==> config.mk <==
export PLATFORM = sky130hd
export DESIGN_NAME = bit_ser_feed
export DESIGN_NICKNAME = d
export VERILOG_FILES = /design/src/rtl/bit_ser_feed.sv
export SDC_FILE = /design/constraint.sdc
export NUM_CORES = 1
export LEC_CHECK = 0
export BUFFER_PORTS_ARGS = -buffer_cell sky130_fd_sc_hd__buf_2
export CORE_MARGIN = 2
export CORE_UTILIZATION = 40
export CTS_BUF_LIST = sky130_fd_sc_hd__clkbuf_16
export DETAILED_ROUTE_END_ITERATION = 10
export PLACE_DENSITY = 0.6
export RECOVER_POWER = 25
export SETUP_SLACK_MARGIN = 0.5
export SYNTH_ARGS = -nofsm -noshare
export SYNTH_HDL_FRONTEND = slang
export SYNTH_SLANG_ARGS = --single-unit
==> constraint.sdc <==
create_clock -name clk -period 2.3 [get_ports clk]
set_input_delay 0.46 -clock clk [delete_from_list [all_inputs] [get_ports clk]]
set_output_delay 0.46 -clock clk [all_outputs]
set_load 0.1 [all_outputs]
==> src/rtl/bit_ser_feed.sv <==
// bit_ser_feed: operand serializer feeding the bit-serial adder stage.
//
// Accepts a parallel operand pair (op_a/op_b) on in_valid & in_ready, then
// drives the adder control sequence:
//   CLEAR: add_clr_n low for 1 cycle
//   SHIFT: WIDTH cycles of serial bits on ser_a/ser_b
//   RUN  : add_set_n low for RUN_CYCLES cycles
//   DONE : done high for 1 cycle (adder result valid to sample)
// All outputs are registered from the next-state logic, so no input reaches
// an output combinationally.
//
// Ports:
//   clk, clr_n      clock, asynchronous active-low reset
//   in_valid/ready  operand pair handshake (ready only while idle)
//   op_a, op_b      parallel operands, latched on accept
//   ser_a, ser_b    serial operand bits to the adder
//   add_clr_n       active-low adder clear
//   add_set_n       active-low adder run
//   busy            high outside IDLE
//   done            one-cycle end-of-run pulse
//
// Build option: define BIT_SER_FEED_MSB_FIRST_EN to shift MSB-first
// (default is LSB-first, which is what the adder expects).
module bit_ser_feed #(
    parameter int WIDTH      = 8,
    parameter int RUN_CYCLES = 9
) (
    input  logic             clk,
    input  logic             clr_n,
    input  logic             in_valid,
    output logic             in_ready,
    input  logic [WIDTH-1:0] op_a,
    input  logic [WIDTH-1:0] op_b,
    output logic             ser_a,
    output logic             ser_b,
    output logic             add_clr_n,
    output logic             add_set_n,
    output logic             busy,
    output logic             done
);

    localparam int MAXC = (WIDTH > RUN_CYCLES) ? WIDTH : RUN_CYCLES;
    localparam int CW   = (MAXC > 1) ? $clog2(MAXC) : 1;
    localparam logic [CW-1:0] SHIFT_LOAD = CW'(WIDTH - 1);
    localparam logic [CW-1:0] RUN_LOAD   = CW'(RUN_CYCLES - 1);

    typedef enum logic [2:0] {IDLE, CLEAR, SHIFT, RUN, DONE} state_t;

    state_t           state, state_nxt;
    logic [CW-1:0]    cnt, cnt_nxt;
    logic [WIDTH-1:0] sh_a, sh_b, sh_a_nxt, sh_b_nxt;
    logic [WIDTH-1:0] sh_a_adv, sh_b_adv;
    logic             bit_a, bit_b;
    logic             ser_a_nxt, ser_b_nxt, clr_n_nxt, set_n_nxt;
    logic             ready_nxt, done_nxt, busy_nxt;

    // Bit presented this cycle and the shift register after consuming it.
`ifdef BIT_SER_FEED_MSB_FIRST_EN
    assign bit_a    = sh_a[WIDTH-1];
    assign bit_b    = sh_b[WIDTH-1];
    assign sh_a_adv = sh_a << 1;
    assign sh_b_adv = sh_b << 1;
`else
    assign bit_a    = sh_a[0];
    assign bit_b    = sh_b[0];
    assign sh_a_adv = sh_a >> 1;
    assign sh_b_adv = sh_b >> 1;
`endif

    always_comb begin
        state_nxt = state;
        cnt_nxt   = cnt;
        sh_a_nxt  = sh_a;
        sh_b_nxt  = sh_b;
        ser_a_nxt = 1'b0;
        ser_b_nxt = 1'b0;
        clr_n_nxt = 1'b1;
        set_n_nxt = 1'b1;
        ready_nxt = 1'b0;
        done_nxt  = 1'b0;
        case (state)
            IDLE: begin
                // in_ready is the registered flag, so the first cycle after
                // reset release cannot accept even though state is IDLE.
                if (in_valid && in_ready) begin
                    state_nxt = CLEAR;
                    sh_a_nxt  = op_a;
                    sh_b_nxt  = op_b;
                    clr_n_nxt = 1'b0;
                end else begin
                    ready_nxt = 1'b1;
                end
            end
            CLEAR: begin
                // Leaving CLEAR already presents serial bit 0.
                state_nxt = SHIFT;
                cnt_nxt   = SHIFT_LOAD;
                ser_a_nxt = bit_a;
                ser_b_nxt = bit_b;
                sh_a_nxt  = sh_a_adv;
                sh_b_nxt  = sh_b_adv;
            end
            SHIFT: begin
                if (cnt == '0) begin
                    state_nxt = RUN;
                    cnt_nxt   = RUN_LOAD;
                    set_n_nxt = 1'b0;
                end else begin
                    cnt_nxt   = cnt - 1'b1;
                    ser_a_nxt = bit_a;
                    ser_b_nxt = bit_b;
                    sh_a_nxt  = sh_a_adv;
                    sh_b_nxt  = sh_b_adv;
                end
            end
            RUN: begin
                if (cnt == '0) begin
                    state_nxt = DONE;
                    done_nxt  = 1'b1;
                end else begin
                    cnt_nxt   = cnt - 1'b1;
                    set_n_nxt = 1'b0;
                end
            end
            DONE: begin
                state_nxt = IDLE;
                ready_nxt = 1'b1;
            end
            default: state_nxt = IDLE;
        endcase
        busy_nxt = (state_nxt != IDLE);
    end

    always_ff @(posedge clk or negedge clr_n) begin
        if (!clr_n) begin
            state     <= IDLE;
            cnt       <= '0;
            sh_a      <= '0;
            sh_b      <= '0;
            ser_a     <= 1'b0;
            ser_b     <= 1'b0;
            add_clr_n <= 1'b0;
            add_set_n <= 1'b1;
            busy      <= 1'b0;
            done      <= 1'b0;
            in_ready  <= 1'b0;
        end else begin
            state     <= state_nxt;
            cnt       <= cnt_nxt;
            sh_a      <= sh_a_nxt;
            sh_b      <= sh_b_nxt;
            ser_a     <= ser_a_nxt;
            ser_b     <= ser_b_nxt;
            add_clr_n <= clr_n_nxt;
            add_set_n <= set_n_nxt;
            busy      <= busy_nxt;
            done      <= done_nxt;
            in_ready  <= ready_nxt;
        end
    end

endmodule

==> results of run 1 <==
[cell usage in the layout (no fill, tap or decap), drive strengths merged, types with 5 or more instances in the layout]
| master | instances |
|---|---|
| mux2i | 12 |
| a31oi | 12 |
| mux2 | 6 |
| buf | 32 |
| nand2 | 7 |
| clkbuf | 5 |
| a21oi | 15 |
| inv | 6 |
| dfrtp | 29 |
| nor2 | 7 |
[layer usage]
| metal | GRT usage, % | up-vias | share of wire [%] |
|---|---|---|---|
| li1 | - | 522 | - |
| met5 | 0 | - | 0 |
| met2 | 25.00 | 25 | 47 |
| met3 | 4.754 | 10 | 4.9 |
| met1 | 20.62 | 502 | 45 |
| met4 | 11.96 | 0 | 3.3 |
[worst max-delay path, cell delays in order, from the launching register on]
cell and delay [ns]:
dfrtp_1 0.39, inv_1 0.08, ha_1 0.22, nor3b_4 0.17
buf_4 0.15, nand2b_1 0.17, o31a_1 0.25, o21ai_0 0.16
[flip-flops by register name, summed over array words and instances (netlist names)]
name	count
sh_a	8
sh_b	8
cnt	4
state	3
add_clr_n	1
add_set_n	1
busy	1
done	1
in_ready	1
ser_a	1
ser_b	1
[power breakdown]
group / internal (mW) / switching, mW
sequential: 0.777 / 0.161
clock: 0.389 / 0.217
combinational: 0.593 / 0.872
[timing repair]
item / 4_1_cts / 5_1_grt
pin swaps: 0 / 1
gates resized for setup: 1 / 2
setup buffers: 1 / 3
hold buffers: 0 / 0
setup endpoints to repair: 15 / 16
[area by class of cell]
| class | count | area [um2] | area share, % |
|---|---|---|---|
| inverters | 5 | 18.77 | 1.051 |
| flip-flops and latches | 30 | 753.2 | 42.19 |
| multi-input cells | 86 | 636.9 | 35.67 |
| repair buffers | 32 | 181.4 | 10.16 |
| well taps | 46 | 57.56 | 3.224 |
| clock buffers | 5 | 125.1 | 7.008 |
| clock inverters | 3 | 12.51 | 0.7008 |
[worst max path at each step]
| stage | slack (ns) | to | start | depth (start not counted) |
|---|---|---|---|---|
| detailed placement | 0.46 | sh_a[7] | cnt[0] | 6 |
| global placement | 0.49 | sh_a[7] | cnt[0] | 6 |
| CTS | 0.54 | sh_b[0] | state[1] | 4 |
| floorplan | 0.58 | sh_a[0] | cnt[0] | 6 |
| global route | 0.50 | sh_b[3] | cnt[1] | 7 |
| finish | 0.61 | cnt[2] | cnt[1] | 7 |
[logic make-up after synthesis]
| group | count (synthesis) | synth area share (%) |
|---|---|---|
| adders and majority gates | 2 | 1.737 |
| buffers and inverters | 12 | 4.170 |
| muxes | 18 | 13.03 |
| xor gates and xnor gates | 1 | 0.6083 |
| and+or+nand+nor | 26 | 10.08 |
| DFF | 30 | 52.22 |
| AOI/OAI and AO/OA | 39 | 18.16 |
[cells in the mapped netlist (all sizes together), types with 3 or more instances]
| cell | number |
|---|---|
| dfrtp | 29 |
| a21oi | 15 |
| a31oi | 12 |
| mux2i | 12 |
| nand2 | 7 |
| nor2 | 7 |
| mux2 | 6 |
| buf | 5 |
| inv | 5 |
| nand2b | 4 |
| o21ai | 4 |
| nor3 | 3 |
| o21a | 3 |
[per-stage QoR]
stage / hold slack (ns) / util, % / power (mW) / worst slack [ns] / cells
finish: 0.2153 / 52.68 / 3.009 / 0.6119 / 207
floorplan: 0.1644 / - / 2.094 / 0.5809 / 128
CTS: 0.2444 / 51.83 / 2.979 / 0.5432 / 204
global placement: 0.4660 / 47.36 / 2.299 / 0.4880 / 195
global route: 0.2897 / 52.68 / 3.230 / 0.5041 / 207
detailed placement: 0.4683 / 47.36 / 2.328 / 0.4568 / 195
==> run metrics, run 1 <==
max-cap viol count=0; HPWL after DPL=1.894 mm; Final Instance Area=1785 um2; top cell type by total area after synthesis=dfrtp_1; DRC=0; vias in the first global route=1106; root buffer cell=clkbuf_16; Mean Syn Cell Area=11.25 um2; core area=between 3000 and 4000 um2; outcome=finished, final reports clean; Area Overhead vs Synth=23.98%; Post-Syn Area=~1400 um2; CTS Buf Count=5; Synth Instances=128; Setup crit end kind=register; EDFF count, synth=0; Clk pin slew, worst setup/hold paths=0.05 ns; critical path type=register to register; row count=21; vias post-DR=1059; period utilisation layout=73.39%; Clock Path Buffers=2; leakage power=0.8559 nW; Total GRT Usage=16.73%; Die X=approximately 64 um; Worst IR Drop VDD=766.6 uV; crit path time final=between 1.5 and 2 ns; Seq/Total Area, Yosys=a little over half; Post-synth ARST share=100.0%; DRT iter0 DRCs=31; routed vias/inst=slightly above 5; min-delay worst type=primary input to async pin; Slew HR=55.73%; Slew @ Worst Pin=0.6641 ns; clk_lat worst skew=0.27 ns; synth unique cells=30; H-tree levels=2; initial core utilization=between 40% and 50%; n_diodes=0; PwrDens=1685 nW/um2; antenna violations before repair=0; Critical Path RT=about 2.5 ns; reg-to-reg slack, setup=slightly above 0.6 ns; largest net degree at the start of global routing=31; Port Buffers=25; worst r2r src=cnt[1]; Fmax achieved=592.4 MHz; final slew viol count=0; final setup vio count=0; Die ar.=~4100 um2; CTS tree=yes; Routed Antenna Nets=0; worst r2r path cells=7; Synth area leaders=dfrtp_1 50%, mux2i_1 8.3%, a31oi_1 5.2%; Critical Path AT=~1.9 ns; CTS sink count=30; layout cells sized above 1=31.06%; fillers=319; Final Skew=0.003576 ns; #FFs+latches synth=30; most used flip-flop cell after synthesis=dfrtp_1; Routed WL=2.855 mm; crit-path max FO=4; fin nets=181; Pre-Repair DR Iteration Count=4; RSZ-0062 raised after global routing=no; syn_nets=149; CP Launch Type=register; WL/cell=between 10 and 15 um; first-pass GRT wire length=5.071 mm; GRT Residual Overflow=0; Synth top area share=between 50% and 60%; DP Area=1605 um2; Setup TNS=0 ns; gpl congestion=0.8210; Die Span Y=approximately 64 um; Boundary Pins=26; final hold vios=0; worst reg2reg path endpoint=cnt[2]; Yosys warning count=0
(Power assumes the default switching activity.)
==> run 2, diff against run 1 <==
ABC_AREA = 1   (was unset)
PLACE_DENSITY = 0.62   (was 0.6)
clock period = 1.4 ns   (was 2.3 ns; I/O delays follow)
==> run metrics, run 2 <==
worst reg2reg path endpoint=busy (was cnt[2]); WL/cell=13.88 um (was 13.79 um); Synth Instances=187 (was 128); fin nets=266 (was 181); CTS sink count=30 (unchanged); Die Span Y=65.68 um (was 64 um); vias post-DR=1513 (was 1059); Die X=65.68 um (was 64 um); top post-synthesis cells by count=80 x nand2_1, 29 x dfrtp_1, 19 x nand3_1 (was 29 x dfrtp_1, 13 x a21oi_1, 12 x a31oi_1, 12 x mux2i_1); Synth top area share=47.70% (was 50.39%); Worst Slack Setup Final=0.02683 ns (was 0.6119 ns); Final Instance Area=2410 um2 (was 1785 um2); Total GRT Usage=21.13% (was 16.73%); Critical Path AT=1.57 ns (was 1.87 ns); hold path endpoint=sh_a[7]; max-cap viol count=0 (unchanged); Critical Path RT=1.60 ns (was 2.49 ns); root buffer cell=clkbuf_16 (unchanged); GRT Residual Overflow=0 (unchanged); Synth area leaders=dfrtp_1 48%, nand2_1 20%, nand4_1 7.4% (was dfrtp_1 50%, mux2i_1 8.3%, a31oi_1 5.2%); Post-Syn Area=1521 um2 (was 1440 um2); WHS Path Cells=3; routed vias/inst=5.146 (was 5.116); Worst IR Drop VDD=1133 uV (was 766.6 uV); initial core utilization=41.56% (was 42.49%); top-count cell post-synth=nand2_1 (was dfrtp_1); synth unique cells=24 (was 30); crit path time final=1.373 ns (was 1.688 ns); crit-path max FO=4 (unchanged); core area=3661 um2 (was 3390 um2); DRC=0 (unchanged); xor/xnor cell area share of the yosys netlist=0.5757% (was 0.6082%); final core area utilization=65.82% (was 52.68%); post-synthesis simple-gate area fraction=40.79% (was 10.08%); DP Area=1923 um2 (was 1605 um2); H-tree levels=2 (unchanged); Area Overhead vs Synth=58.39% (was 23.98%); Routed WL=4.082 mm (was 2.855 mm); worst r2r path cells=6 (was 7); Place WS=0.02013 ns (was 0.4568 ns); Slew @ Worst Pin=0.5670 ns (was 0.6641 ns); main combinational cell family by area after synthesis=simple AND/OR/NAND/NOR gates (was compound AO/OA/AOI/OAI gates); row count=22 (was 21); CTS Buf Count=5 (unchanged); worst r2r src=state[1] (was cnt[1]); HP Start=op_a[7]; Mean Syn Cell Area=8.136 um2 (was 11.25 um2); Seq/Total Area, Yosys=49.42% (was 52.22%); Clock Path Buffers=2 (unchanged); Die ar.=4313 um2 (was 4096 um2); Adder-Cell Fraction of Synth Area=1.645% (was 1.738%); min-delay worst type=primary input to register (was primary input to async pin); Yosys warning count=0 (unchanged); vias in the first global route=1461 (was 1106); #FFs+latches synth=30 (unchanged); commonest non-fill, non-tap cells in the layout=71 x nand2_1, 19 x dfrtp_1, 18 x nand4_1, 18 x buf_2, 18 x buf_4 (was 28 x dfrtp_1, 25 x buf_2, 13 x a21oi_1, 12 x mux2i_1, 12 x a31oi_1); gpl congestion=0.8650 (was 0.8210); Fmax achieved=728.2 MHz (was 592.4 MHz); Slew HR=62.20% (was 55.73%); outcome=finished, final reports clean (unchanged); CTS tree=yes (unchanged); CP Launch Type=register (unchanged); multiplexer share of the synthesized area=0% (was 13.03%); first-pass GRT wire length=6.844 mm (was 5.071 mm); antenna violations before repair=0 (unchanged); Setup crit end kind=register (unchanged); Compound-Gate Fraction of Synth Area=1.974% (was 18.16%); n_diodes=0 (unchanged); largest registers=sh_a (8), sh_b (8), cnt (4) (unchanged); final hold vios=0 (unchanged); Boundary Pins=26 (unchanged); EDFF count, synth=0 (unchanged); Post-synth ARST share=100.0% (unchanged); syn_nets=208 (was 149); final setup vio count=0 (unchanged); final slew viol count=0 (unchanged); Final Skew=0.002064 ns (was 0.003576 ns); reg-to-reg slack, setup=0.03 ns (was 0.61 ns); commonest non-fill, non-tap cell in the layout=nand2_1 (was dfrtp_1); layout cells sized above 1=43.50% (was 31.06%); Clk pin slew, worst setup/hold paths=0.05 ns (about the same); critical path type=register to register (unchanged); DRT iter0 DRCs=131 (was 31); most used flip-flop cell after synthesis=dfrtp_1 (unchanged); largest net degree at the start of global routing=20 (was 31); HPWL after DPL=2.380 mm (was 1.894 mm); leakage power=1.213 nW (was 0.8559 nW); RSZ-0062 raised after global routing=yes (was no); Pre-Repair DR Iteration Count=4 (unchanged); top cell type by total area after synthesis=dfrtp_1 (unchanged); Port Buffers=25 (unchanged); PwrDens=2721 nW/um2 (was 1685 nW/um2); Hold WS=0.2662 ns (was 0.2153 ns); clk_lat worst skew=0.27 ns (about the same); Routed Antenna Nets=0 (unchanged); period utilisation layout=98.08% (was 73.39%)
## run 2: cell count changes after synthesis, moves of 3 or more
cell	previous run	this run
a21oi_1	13	0
a31oi_1	12	0
mux2_2	4	0
mux2i_1	12	0
nand2_1	7	80
nand3_1	0	19
nand4_1	0	18
o21a_1	3	0
## run 2: critical path: stages, from the launching register on
cell	delay, ns
dfrtp_2	0.45
nor2_4	0.14
nand4_1	0.21
buf_4	0.22
buf_6	0.11
buf_6	0.11
nand4_1	0.06
## run 2: layer usage
layer	vias to the layer above	share of wire (%)	GRT usage, %
li1	737	-	-
met1	710	44	28.03
met2	60	49	32.83
met3	6	6.3	7.534
met4	0	0.93	5.469
met5	-	0	0
## run 2: per-stage QoR
stage / instances / total power, mW / setup TNS, ns
after floorplan: 187 / 3.833 / -0.008094
after global placement: 264 / 4.548 / 0
after detailed placement: 264 / 4.624 / 0
after CTS: 287 / 6.244 / 0
after global routing: 294 / 7.045 / -0.1373
final: 294 / 6.558 / 0
## run 2: repair_timing
action                                  in CTS  in global routing
endpoints found under the hold margin       29                  0
gates resized for setup                     35                 13
pin swaps                                    3                 11
cloned                                       1                  0
hold buffers                                 1                  0
setup buffers                               13                  7
endpoints found under the setup margin      36                 37
## run 2: where the power goes
part	switching (mW)	total [mW]	internal (mW)
registers	0.282	1.57	1.29
clock network	0.344	0.980	0.636
logic	2.33	4.00	1.67
## run 2: cell families after synthesis
kind of cell | count (synthesis)
AO/OA/AOI/OAI | 5
AND/OR/NAND/NOR | 134
XOR/XNOR | 1
buffers and inverters | 15
flip-flops | 30
adder cells (fa/ha/maj) | 2
## run 2: area by class of cell
class / count / area [um2]
clock inverters: 3 / 11.26
well taps: 48 / 60.06
fillers: 280 / 1251
flip-flops and latches: 30 / 783.3
inverters: 7 / 28.78
clock buffers: 5 / 125.1
multi-input cells: 142 / 844.6
repair buffers: 59 / 556.8
## run 2: how the worst max path moves through the flow
stage	from	end	slack (ns)	depth (start not counted)
floorplan	in_ready	sh_a[7]	-0.001	6
global placement	state[2]	sh_a[4]	0.05	7
detailed placement	state[2]	sh_b[3]	0.02	7
CTS	add_set_n	add_set_n	0.06	1
global route	state[1]	sh_a[1]	-0.03	6
finish	state[1]	busy	0.03	6
==> run 3, diff against run 2 <==
CORE_ASPECT_RATIO = 1.5   (was unset)
==> run metrics, run 3 (synthesized netlist as in run 2, its figures left out) <==
CTS tree=yes (unchanged); CTS Buf Count=5 (unchanged); row count=27 (was 22); CP startpoint=state[0] (was state[1]); Routed WL=4.788 mm (was 4.082 mm); vias post-DR=1601 (was 1513); outcome=finished, final reports clean (unchanged); routed vias/inst=5.427 (was 5.146); final setup vio count=0 (unchanged); largest registers=sh_a (8), sh_b (8), cnt (4) (unchanged); Die Span Y=79.54 um (was 65.68 um); n_diodes=0 (unchanged); Slew HR=52.64% (was 62.20%); Critical Path End=sh_a[1] (was busy); Clk pin slew, worst setup/hold paths=0.05 ns (about the same); Setup TNS=0 ns (unchanged); crit-path max FO=5 (was 4); critical path type=register to register (unchanged); layout cells sized above 1=51.98% (was 43.50%); initial core utilization=41.70% (was 41.56%); min-delay worst type=primary input to async pin (was primary input to register); Pre-Repair DR Iteration Count=4 (unchanged); Area Overhead vs Synth=66.12% (was 58.39%); Clock Path Buffers=2 (unchanged); H-tree levels=2 (unchanged); final hold vios=0 (unchanged); CP Launch Type=register (unchanged); vias in the first global route=1612 (was 1461); final slew viol count=0 (unchanged); Place WS=-0.003788 ns (was 0.02013 ns); final core area utilization=69.27% (was 65.82%); Critical Path AT=1.54 ns (was 1.57 ns); Total GRT Usage=23.31% (was 21.13%); Worst IR Drop VDD=1653 uV (was 1133 uV); commonest non-fill, non-tap cell in the layout=nand2_1 (unchanged); largest net degree at the start of global routing=19 (was 20); worst reg2reg path endpoint=sh_a[1] (was busy); Die X=54.36 um (was 65.68 um); period utilisation layout=98.46% (was 98.08%); Final Skew=0.006218 ns (was 0.002064 ns); antenna violations before repair=0 (unchanged); CTS sink count=30 (unchanged); Pwr Total=7.178 mW (was 6.558 mW); root buffer cell=clkbuf_16 (unchanged); commonest non-fill, non-tap cells in the layout=65 x nand2_1, 27 x buf_4, 19 x dfrtp_1, 18 x nand4_1, 17 x buf_2 (was 71 x nand2_1, 19 x dfrtp_1, 18 x nand4_1, 18 x buf_2, 18 x buf_4); worst r2r path cells=6 (unchanged); Port Buffers=25 (unchanged); Hold WS=0.02846 ns (was 0.2662 ns); PwrDens=2840 nW/um2 (was 2721 nW/um2); Setup crit end kind=register (unchanged); clk_lat worst skew=0.28 ns (was 0.27 ns); HPWL after DPL=2.867 mm (was 2.380 mm); DRC=0 (unchanged); Die ar.=4323 um2 (was 4313 um2); Worst Slack Setup Final=0.02152 ns (was 0.02683 ns); fin nets=272 (was 266); Routed Antenna Nets=0 (unchanged); reg-to-reg slack, setup=0.02 ns (was 0.03 ns); WL/cell=16.23 um (was 13.88 um); Boundary Pins=26 (unchanged); Fmax achieved=725.4 MHz (was 728.2 MHz); Critical Path RT=1.56 ns (was 1.60 ns); DRT iter0 DRCs=48 (was 131); Slew @ Worst Pin=0.7105 ns (was 0.5670 ns); core area=3649 um2 (was 3661 um2); worst r2r src=state[0] (was state[1]); gpl congestion=0.9044 (was 0.8650); first-pass GRT wire length=7.320 mm (was 6.844 mm); leakage power=1.256 nW (was 1.213 nW); crit path time final=1.378 ns (was 1.373 ns); max-cap viol count=0 (unchanged); GRT Residual Overflow=0 (unchanged); RSZ-0062 raised after global routing=yes (unchanged)
-- run 3: changes by cell type in the layout (fill, tap and decap cells not counted), sizes merged --
cell and delta:
nand2 +1, clkinv -2, dlygate4sd3 -1, nand3 +1, inv +2, buf +5
-- run 3: how the worst min path moves through the flow --
stage          endpoint  slack [ns]  cells after the start
6_report           done        0.03                      1
5_1_grt         sh_a[0]        0.11                      1
4_1_cts            done       -0.09                      1
3_5_place_dp   in_ready        0.20                      1
3_3_place_gp   in_ready        0.20                      1
2_1_floorplan    cnt[0]       -0.02                      0
-- run 3: layout make-up --
cell class	count	area, um2
Fill cell	271	1121
Multi-Input combinational cell	144	972.2
Sequential cell	30	783.3
Timing Repair Buffer	63	553.0
Clock buffer	5	125.1
Tap cell	43	53.80
Inverter	7	28.78
Clock inverter	3	11.26
-- run 3: power by group --
part	internal, mW	switching (mW)	leakage, nW
registers	1.29	0.313	0.363
logic	1.89	2.69	0.820
clock network	0.637	0.360	0.0738
-- run 3: stage by stage --
stage	cell area (um2)	instances
detailed placement	1949	263
global placement	1949	263
CTS	2390	287
global route	2527	295
finish	2527	295
floorplan	1624	187
-- run 3: per-layer routing --
layer | routed length, um | global-route usage (%)
met3 | 202 | 3.933
met5 | 0 | 0
met4 | 70 | 8.500
met2 | 2848 | 43.61
met1 | 1666 | 24.48
-- run 3: critical path: stages (launching register included) --
cell     delay, ns
dfrtp_2       0.46
buf_6         0.15
nor2_4        0.19
nand3_4       0.15
buf_4         0.17
nand3_1       0.09
nand2_1       0.06
-- run 3: timing repair --
action,CTS,global route
pin swaps,27,11
endpoints found under the hold margin,12,12
endpoints found under the setup margin,36,37
buffers inserted,14,8
gates resized for setup,47,20
gates cloned,2,0
